File: src/rtl/uart_baud_div.sv
// Baud-rate tick generator: integer(+fraction) clock divider producing oversampling ticks,
// bit ticks and sub-bit phase. Define UART_BAUD_FRAC_EN to include the fractional accumulator.
module uart_baud_div #(
  parameter int DIV_W      = 16,
  parameter int FRAC_W     = 4,
  parameter int OVS        = 16,
  parameter int RESET_DIV  = 325,
  parameter int RESET_FRAC = 8
) (
  input  logic                   clk,
  input  logic                   reset_n,
  input  logic                   en,
  input  logic                   load,
  input  logic [DIV_W-1:0]       div_int,
  input  logic [FRAC_W-1:0]      div_frac,
  input  logic                   sync,
  output logic                   tick_ovs,
  output logic                   tick_baud,
  output logic [$clog2(OVS)-1:0] phase
);
  localparam int PH_W = $clog2(OVS);

  logic [DIV_W-1:0] cnt_reg, cnt_next;
  logic [PH_W-1:0]  phase_reg, phase_next;
  logic             tick_ovs_reg, tick_ovs_next;
  logic             tick_baud_reg, tick_baud_next;
  logic [DIV_W-1:0] act_int_reg, act_int_next;
  logic [DIV_W-1:0] pend_int_reg, pend_int_next;
  logic             pend_reg, pend_next;
  logic             run_reg;
  logic             carry;
  logic [DIV_W:0]   period;
  logic             terminal;
  logic             apply;

`ifdef UART_BAUD_FRAC_EN
  logic [FRAC_W-1:0] acc_reg, acc_next;
  logic [FRAC_W-1:0] act_frac_reg, act_frac_next;
  logic [FRAC_W-1:0] pend_frac_reg, pend_frac_next;
  logic              carry_reg, carry_next;

  assign carry = carry_reg;
`else
  logic frac_unused;

  assign carry       = 1'b0;
  assign frac_unused = ^{div_frac, RESET_FRAC[0]};
`endif

  assign period   = {1'b0, act_int_reg} + {{DIV_W{1'b0}}, carry};
  assign terminal = (({1'b0, cnt_reg} + (DIV_W+1)'(1)) == period);

  always_comb begin
    cnt_next       = cnt_reg;
    phase_next     = phase_reg;
    tick_ovs_next  = 1'b0;
    tick_baud_next = 1'b0;
    act_int_next   = act_int_reg;
    pend_int_next  = pend_int_reg;
    pend_next      = pend_reg;
    apply          = 1'b0;
`ifdef UART_BAUD_FRAC_EN
    acc_next       = acc_reg;
    carry_next     = carry_reg;
    act_frac_next  = act_frac_reg;
    pend_frac_next = pend_frac_reg;
`endif

    if (load) begin
      pend_int_next = div_int;
      pend_next     = 1'b1;
`ifdef UART_BAUD_FRAC_EN
      pend_frac_next = div_frac;
`endif
    end

    if (!en) begin
      cnt_next   = '0;
      phase_next = '0;
      apply      = pend_next;
`ifdef UART_BAUD_FRAC_EN
      acc_next   = '0;
      carry_next = 1'b0;
`endif
    end else if (sync || !run_reg) begin
      // The first enabled edge restarts like sync, so the first tick lands P edges later.
      cnt_next   = '0;
      phase_next = '0;
`ifdef UART_BAUD_FRAC_EN
      acc_next   = '0;
      carry_next = 1'b0;
`endif
    end else if (act_int_reg == '0) begin
      // Halted: no period is in progress, so a pending divisor takes effect at once.
      cnt_next = '0;
      apply    = pend_next;
    end else if (terminal) begin
      cnt_next       = '0;
      tick_ovs_next  = 1'b1;
      tick_baud_next = (phase_reg == PH_W'(OVS - 1));
      phase_next     = phase_reg + PH_W'(1);
      apply          = pend_next;
`ifdef UART_BAUD_FRAC_EN
      {carry_next, acc_next} = {1'b0, acc_reg} + {1'b0, act_frac_reg};
`endif
    end else begin
      cnt_next = cnt_reg + DIV_W'(1);
    end

    if (apply) begin
      act_int_next = pend_int_next;
      pend_next    = 1'b0;
`ifdef UART_BAUD_FRAC_EN
      act_frac_next = pend_frac_next;
`endif
    end
  end

  always_ff @(posedge clk or negedge reset_n) begin
    if (!reset_n) begin
      cnt_reg       <= '0;
      phase_reg     <= '0;
      tick_ovs_reg  <= 1'b0;
      tick_baud_reg <= 1'b0;
      act_int_reg   <= DIV_W'(RESET_DIV);
      pend_int_reg  <= '0;
      pend_reg      <= 1'b0;
      run_reg       <= 1'b0;
    end else begin
      cnt_reg       <= cnt_next;
      phase_reg     <= phase_next;
      tick_ovs_reg  <= tick_ovs_next;
      tick_baud_reg <= tick_baud_next;
      act_int_reg   <= act_int_next;
      pend_int_reg  <= pend_int_next;
      pend_reg      <= pend_next;
      run_reg       <= en;
    end
  end

`ifdef UART_BAUD_FRAC_EN
  always_ff @(posedge clk or negedge reset_n) begin
    if (!reset_n) begin
      acc_reg       <= '0;
      carry_reg     <= 1'b0;
      act_frac_reg  <= FRAC_W'(RESET_FRAC);
      pend_frac_reg <= '0;
    end else begin
      acc_reg       <= acc_next;
      carry_reg     <= carry_next;
      act_frac_reg  <= act_frac_next;
      pend_frac_reg <= pend_frac_next;
    end
  end
`endif

  assign tick_ovs  = tick_ovs_reg;
  assign tick_baud = tick_baud_reg;
  assign phase     = phase_reg;

endmodule

File: config.mk
export PLATFORM = sky130hd
export DESIGN_NAME = uart_baud_div
export DESIGN_NICKNAME = d
export VERILOG_FILES = /design/src/rtl/uart_baud_div.sv
export SDC_FILE = /design/constraint.sdc
export NUM_CORES = 1
export LEC_CHECK = 0
export CAP_MARGIN = 20
export CORE_MARGIN = 1
export CORE_UTILIZATION = 50
export DETAILED_ROUTE_END_ITERATION = 10
export GPL_TIMING_DRIVEN = 0
export PLACE_DENSITY = 0.7
export RECOVER_POWER = 50
export SYNTH_ARGS = -nofsm -noshare
export SYNTH_HDL_FRONTEND = slang
export SYNTH_SLANG_ARGS = --single-unit
File: constraint.sdc
create_clock -name clk -period 7.27 [get_ports clk]
set_input_delay 1.454 -clock clk [delete_from_list [all_inputs] [get_ports clk]]
set_output_delay 1.454 -clock clk [all_outputs]
set_load 0.02 [all_outputs]
# After elaboration in Yosys (flattened, before gate mapping)
# Index checks and enable logic that the tools add are counted.
# Widths: inputs -> output; s select.
dict set report classes {
  n_addsub 3
  eq_ne 4
  mux 23
  n_reduce_logical 4
}
# operator n
set ops {}
lappend ops {{$mux 16} 5}
lappend ops {{$add 16x1->17 const B} 1}
lappend ops {{$eq 17x16->1} 1}
lappend ops {{$add 16x1->16 const B} 1}
lappend ops {{$logic_not 16->1} 1}
lappend ops {{$mux 4} 4}
lappend ops {{$mux 1} 14}
lappend ops {{$add 4x1->4 const B} 1}
lappend ops {{$eq 4x4->1 const B} 1}
lappend ops {{$ne 3x1->1 const B} 1}
lappend ops {{$ne 3x3->1 const B} 1}
lappend ops {{$reduce_and 2->1} 1}
lappend ops {{$logic_not 1->1} 1}
lappend ops {{$logic_or 1x1->1} 1}
dict set report totals {
  ff_bits 56
  input_bits 25
  out_inout_bits 6
  elab_cells 42
}

# Longest topological paths before layout
# Gate-level depths: netlist of run 1.
dict set report depth {
  depth_word 7
  mapped_depth 10
  ltp_nobuf 8
}

# Worst setup path before layout of run 1
# No wires, ideal clock.
dict set report synth_timing {
  kind {reg2reg}
  startpoint {register cnt_reg[0]}
  endpoint {register act_int_reg[10]}
  setup_time_ns 0.125
  arrival_time_ns 3.061
  slack_ns 4.084
  stages_incl_launch_ff 10
  path_buffers 1
  path_cell_list {dfrtp_1 ha_1 nand3_4 nor3_1 xor3_1 a2111oi_1 nand4_2 o31ai_4 buf_8 mux2_4}
}
dict set report synth_via {
  elab_chain_cells 6
}
# element line
set synth_rtl {}
lappend synth_rtl {{start, declared} 23} ;# logic [DIV_W-1:0] cnt_reg, cnt_next;
lappend synth_rtl {{start signal, assigned} 130} ;# cnt_reg <= cnt_next;
lappend synth_rtl {{$add 16x1->17} 51} ;# assign terminal = (({1'b0, cnt_reg} + (DIV_W+1)'(1)) == period);
lappend synth_rtl {{$eq 17x16->1} 51}
lappend synth_rtl {{$mux 1} 97} ;# end else if (terminal) begin
lappend synth_rtl {{$mux 1} 93} ;# end else if (act_int_reg == '0) begin
lappend synth_rtl {{$mux 1} 85} ;# end else if (sync || !run_reg) begin
lappend synth_rtl {{$mux 1} 77} ;# if (!en) begin
lappend synth_rtl {{end signal, assigned} 125} ;# act_int_reg <= DIV_W'(RESET_DIV);
lappend synth_rtl {{end signal, assigned} 134} ;# act_int_reg <= act_int_next;
lappend synth_rtl {{end, declared} 27} ;# logic [DIV_W-1:0] act_int_reg, act_int_next;
# Every way passes these cells.
# A chain may end at the register's enable or synchronous reset.

# Final worst setup path of run 1
dict set report layout_timing {
  startpoint {register cnt_reg[0]}
  endpoint {register cnt_reg[0]}
}
dict set report layout_via {
  elab_chain_cells 6
  elab_cells_between_ends 7
  cone_classes {2 x add/sub; 1 x eq/ne; 4 x mux}
}
# element line
set layout_rtl {}
lappend layout_rtl {{$add 16x1->17} 51}
lappend layout_rtl {{$eq 17x16->1} 51}
lappend layout_rtl {{$mux 16 *} 97}
lappend layout_rtl {{$mux 16 *} 93}
lappend layout_rtl {{$mux 16 *} 85}
lappend layout_rtl {{$mux 16 *} 77}
lappend layout_rtl {{net cnt_next[0]} 23}
# Mark *: on every way through the listed nets, which the timed path passes. The rest lies on a longest branch.

==> results of run 1 <==
how the worst max path moves through the flow:
stage,endpoint,slack (ns),depth (start not counted)
2_1_floorplan,act_int_reg[10],4.08,9
3_3_place_gp,phase[0],2.98,1
3_5_place_dp,cnt_reg[0],3.52,9
4_1_cts,cnt_reg[0],3.49,9
5_1_grt,act_int_reg[10],2.91,2
6_report,cnt_reg[0],3.50,9
through the flow:
stage / std cells / power [mW]
6_report: 365 / 0.681
3_3_place_gp: 356 / 0.483
3_5_place_dp: 357 / 0.488
4_1_cts: 365 / 0.687
5_1_grt: 365 / 0.711
2_1_floorplan: 256 / 0.448
routing by layer:
layer / up-vias / GRT usage
met1: 1035 / 0.308
met5: - / 0
li1: 984 / -
met2: 34 / 0.317
met3: 7 / 0.0377
met4: 0 / 0.0571
final cells by class:
cell class,instances,area (um2),share of cell area
plain buffers,13,80.1,0.0230
well taps,75,93.8,0.0269
flip-flops and latches,56,1410,0.404
clock buffers,6,72.6,0.0208
repair buffers,26,248,0.0711
inverters,5,18.8,0.00539
clock inverters,2,35.0,0.0101
multi-input cells,182,1530,0.439
report_power, final:
| part | internal (mW) | total (mW) | switching, mW |
|---|---|---|---|
| registers | 0.342 | 0.370 | 0.0277 |
| logic | 0.0637 | 0.110 | 0.0459 |
| clock network | 0.102 | 0.201 | 0.0990 |
| total | 0.508 | 0.681 | 0.173 |
Yosys cell counts, types with 2 or more instances:
| library cell | number | area (um2) |
|---|---|---|
| xor3_1 | 2 | 47.6 |
| nor2b_1 | 5 | 31.3 |
| o21ai_0 | 8 | 40.0 |
| dfrtp_1 | 52 | 1300 |
| xnor2_1 | 17 | 149 |
| nor4_1 | 6 | 37.5 |
| mux2i_1 | 4 | 40.0 |
| nor2_1 | 24 | 90.1 |
| nand4_1 | 6 | 37.5 |
| mux2_2 | 22 | 248 |
| nor4_4 | 3 | 63.8 |
| o32ai_1 | 3 | 26.3 |
| nand4_2 | 3 | 37.5 |
| buf_2 | 7 | 35.0 |
| nor3_1 | 5 | 25.0 |
| ha_1 | 2 | 25.0 |
| dfstp_2 | 4 | 105 |
| nand2_1 | 12 | 45.0 |
| a21oi_1 | 2 | 10.0 |
| nand3_1 | 4 | 20.0 |
| and4_1 | 2 | 17.5 |
| nand2b_1 | 4 | 25.0 |
| and3_1 | 4 | 25.0 |
| xor2_1 | 8 | 70.1 |
| mux2_4 | 10 | 150 |
| inv_1 | 5 | 18.8 |
| clkbuf_1 | 2 | 7.51 |
| and2_1 | 2 | 12.5 |
cell families after synthesis:
| logic type | Yosys count | share of synthesized area |
|---|---|---|
| fa+ha+maj | 2 | 0.00825 |
| simple gates | 91 | 0.191 |
| mux | 36 | 0.144 |
| xor+xnor | 27 | 0.0879 |
| compound gates | 26 | 0.0726 |
| flops | 56 | 0.464 |
| buf+inv | 18 | 0.0326 |
==> run_results.csv, run 1 <==
group,metric,value,unit
detailed_routing,m1WireLength,2880,um
hold_path,hp-class,"reg -> reg",
global_routing,grt_max_degree,40,
clocking,post-cts-setup-buffer-count,0,
setup_path,setup.worst_path.start,"cnt_reg[0]",
sta,finalSetupViolCount,0,
global_routing,grt_pass1_wl,10100,um
setup_path,cp-start-kind,"flop",
setup_path,r2r_start,"cnt_reg[0]",
clocking,cts_tree,"yes",
detailed_routing,dr_wl_met3,168,um
setup_path,r2r_cells,9,
clocking,worstSkewPairLatency,0.31,ns
layout,fillers,518,
logic_synthesis,synth_edf_count,0,
setup_path,crit_path_max_fanout,10,
die,die-area,6380,um2
setup_path,max_stage_delay,0.68,ns
job,maxCapViolCount,1,
logic_synthesis,postSynthAreaPerCell,11.8,um2
die,die_h,79.9,um
setup_path,regToRegSetupSlack,3.50,ns
placed_design,detailedPlace.worstSlack,3.52,ns
logic_synthesis,synth_cells,256,
pwr,p_leak,1.42,nW
die,ios,31,
layout,layout-drive-gt1-share,0.234,
sta,final_max_slew_viol_count,40,
logic_synthesis,yosysSeqAreaShare,0.464,
clocking,cts_hold_buf,0,
setup_path,critPathBufInv,1,
logic_synthesis,synth_fp_nets,283,
layout,diodes,0,
sta,max_freq,265,MHz
logic_synthesis,synthesis.area,3030,um2
clocking,cts_resized,0,
clocking,cts_sinks,56,
detailed_routing,wirelength,5940,um
clocking,clk_pin_slew_worst_paths,0.09,ns
setup_path,endpoint_kind,"flop",
logic_synthesis,async_reset_ff_frac,1.00,
placed_design,placed_cell_area,3390,um2
sta,postLayoutSetupSlackWorst,3.50,ns
hold_path,hold_end,"pend_int_reg[2]",
die,die_width,79.9,um
clocking,htree_num_levels,2,
detailed_routing,drt_pass1_iterations,4,
detailed_routing,maxUsedRoutingLayer,"met4",
clocking,cts_root_buffer,"clkbuf_8",
global_routing,first_global_vias,2001,
pwr,p_per_area,196,nW/um2
clocking,cts_buffers,5,
hold_path,hold_path.startpoint,"pend_int_reg[2]",
setup_path,cp.required,7.46,ns
die,coreArea,5890,um2
setup_path,cp_cell_sequence,"ha_1 > nand3_4 > nor3_1 > xor3_1 > a2111oi_1 > nand4_2 > o211ai_1 > buf_2 > nor2_1",
sta,fin_worst_skew,0.0135,ns
layout,syn2layout_area_growth,14.8,%
logic_synthesis,synth_flop_cell,"dfrtp_1",
detailed_routing,via_per_inst,5.64,
layout,nNetsFinal,316,
sta,finalHoldViolations,0,
logic_synthesis,synth_seq_cells,56,
sta,maxSlewHeadroom,-0.376,
layout,final_cell_mix,"dfrtp_1 (52), nor2_1 (24), clkdlybuf4s50_1 (23), mux2_2 (22), xnor2_1 (17)",
layout,final_common_cell,"dfrtp_1",
global_routing,grtUsageTotal,0.210,
die,rows,28,
detailed_routing,remaining_drc_errors,0,
detailed_routing,drt_iter0_drc,168,
sta,rsz0062_at_grt,"no",
logic_synthesis,yosys_warnings,0,
pwr,vdd_drop_max,0.149,mV
detailed_routing,vias,2060,
global_routing,antenna_found_initial,0,
logic_synthesis,synth_cell_types,56,
global_routing,globalRouteOverflowTotal,0,
sta,tightest_slew,2.06,ns
setup_path,cpMaxStageDelayCell,"o211ai_1",
setup_path,criticalPathCategory,"reg -> reg",
sta,fin_hold_ws,0.501,ns
detailed_routing,wl_met2,2820,um
layout,post-route-cell-area,3480,um2
setup_path,reg2reg_to,"cnt_reg[0]",
sta,period_minus_slack,3.77,ns
placed_design,place.gp.congestion,0.874,
detailed_routing,drtAntennaViolNets,0,
clocking,cts_buffer_depth,2,
die,start_util,0.515,
status,status,"complete, but fails checks",
status,violations,"capacitance limit, slew limit",
sta,period_share,0.519,
hold_path,worstHoldPathCells,1,
layout,fin_util,0.592,
setup_path,cp.arrival,3.96,ns
placed_design,place_hpwl,4390,um
placed_design,portBuffers,25,
detailed_routing,wire_per_inst,16.3,um
setup_path,cpLargestDelayFamily,"compound AO/OA/AOI/OAI gates",
sta,finalSetupTns,0,ns
Power figures use the tool's default switching activity.
==> run 2, diff against run 1 <==
PLACE_DENSITY = 0.72   (was 0.7)
clock period = 3.25 ns   (was 7.27 ns; I/O delays follow)
==> run_results.csv, run 2 (synthesis gave the netlist of run 1 again) <==
group,metric,value,unit
sta,max_freq,327,MHz
clocking,cts_hold_buf,0,
setup_path,cp.arrival,3.26,ns
global_routing,grtUsageTotal,0.209,
pwr,vdd_drop_max,0.272,mV
setup_path,crit_path_max_fanout,6,
setup_path,cp.required,3.45,ns
die,die_width,79.9,um
clocking,cts_sinks,56,
detailed_routing,wirelength,5940,um
setup_path,endpoint_kind,"flop",
status,violations,"capacitance limit, slew limit",
layout,final_common_cell,"dfrtp_1",
detailed_routing,drt_pass1_iterations,4,
pwr,p_per_area,416,nW/um2
sta,rsz0062_at_grt,"no",
layout,diodes,0,
global_routing,antenna_found_initial,0,
layout,nNetsFinal,320,
die,die-area,6380,um2
global_routing,first_global_vias,2003,
sta,tightest_slew,1.67,ns
placed_design,place.gp.congestion,0.867,
status,status,"complete, but fails checks",
clocking,cts_buffer_depth,2,
setup_path,cp-start-kind,"flop",
clocking,htree_num_levels,2,
pwr,combPwrFrac,0.170,
job,maxCapViolCount,1,
detailed_routing,wire_per_inst,16.1,um
clocking,cts_root_buffer,"clkbuf_8",
setup_path,criticalPathCategory,"reg -> reg",
pwr,netSwitchingFraction,0.274,
die,ios,31,
die,die_h,79.9,um
sta,finalHoldViolations,0,
global_routing,globalRouteOverflowTotal,0,
detailed_routing,via_per_inst,5.56,
setup_path,setup.worst_path.start,"cnt_reg[0]",
die,coreArea,5890,um2
hold_path,hp-class,"in -> async",
sta,period_minus_slack,3.06,ns
detailed_routing,vias,2050,
layout,layout-drive-gt1-share,0.259,
pwr,switching_power,0.402,mW
detailed_routing,drtAntennaViolNets,0,
layout,fillers,478,
clocking,worstSkewPairLatency,0.31,ns
pwr,power_frac_seq,0.565,
layout,final_cell_mix,"dfrtp_1 (51), nor2_1 (24), clkdlybuf4s50_1 (23), mux2_2 (21), xnor2_1 (17)",
placed_design,place_hpwl,4330,um
clocking,cts_tree,"yes",
detailed_routing,remaining_drc_errors,0,
sta,fin_worst_skew,0.00776,ns
sta,maxSlewHeadroom,-0.115,
pwr,p_clk_frac,0.265,
pwr,p_leak,1.46,nW
clocking,clk_pin_slew_worst_paths,0.11,ns
die,start_util,0.515,
sta,fin_hold_ws,0.421,ns
layout,syn2layout_area_growth,16.5,%
setup_path,r2r_start,"cnt_reg[0]",
sta,finalSetupViolCount,0,
pwr,total_power,1.47,mW
placed_design,portBuffers,25,
global_routing,grt_max_degree,41,
clocking,cts_buffers,5,
die,rows,28,
global_routing,grt_pass1_wl,10100,um
pwr,p_int,1.07,mW
detailed_routing,drt_iter0_drc,149,
sta,period_share,0.941,
sta,final_max_slew_viol_count,41,
run 2: power groups by stage:
stage                     Sequential (mW)  Combinational, mW  Clock [mW]
after floorplan                     0.818              0.183           0
after global placement              0.840              0.239           0
after detailed placement            0.843              0.248           0
after CTS                           0.829              0.254       0.406
after global routing                0.840              0.271       0.433
final                               0.831              0.249       0.389
run 2: metrics by stage:
step	area (um2)	TNS, ns	setup WS (ns)	std cells	util
after CTS	3530	0	0.0335	369	0.599
after global placement	3380	-22.48	-0.474	356	0.574
after floorplan	3030	0	0.0636	256	-
final	3530	0	0.192	369	0.601
after global routing	3530	0	0.0186	369	0.601
after detailed placement	3390	-13.48	-0.536	357	0.576
run 2: final timing paths:
path | end | slack [ns] | cells past startpoint
worst max-delay path | act_int_reg[3] | 0.19 | 9
worst max register to register | act_int_reg[3] | 0.19 | 9
worst min register to register | pend_int_reg[2] | 0.50 | 1
min in group clk | pend_int_reg[2] | 0.50 | 1
worst min-delay path | cnt_reg[5] | 0.42 | 1
max in group asynchronous | cnt_reg[0] | 0.63 | 2
run 2: cell type report:
class	instances	area (um2)	area share
timing repair buffer	30	287	0.0811
multi-input combinational	182	1560	0.440
sequential	56	1410	0.398
clock inverter	3	22.5	0.00637
inverter	5	18.8	0.00531
clock buffer	5	68.8	0.0195
buffer	13	80.1	0.0227
tap	75	93.8	0.0265
run 2: worst max-delay path, cell delays in order, from the launching register on:
cell and delay [ns]:
dfrtp_2 0.47, ha_4 0.21, nand3_4 0.15, nor3_4 0.28, xor3_1 0.29, a2111oi_2 0.39, nand4_2 0.28, o31ai_4 0.33
buf_4 0.21, mux2_2 0.33
run 2: repair_timing:
item                                    CTS  global route
pin swaps                                 3             1
buffers inserted                          4             0
endpoints found under the setup margin   36            30
gates resized for setup                   3             3
run 2: per-layer routing:
layer,vias up,part of all wire,track usage
met5,-,0,0
met4,0,0.0093,0.0429
met3,6,0.033,0.0366
met2,30,0.50,0.338
met1,1027,0.46,0.295
li1,987,-,-
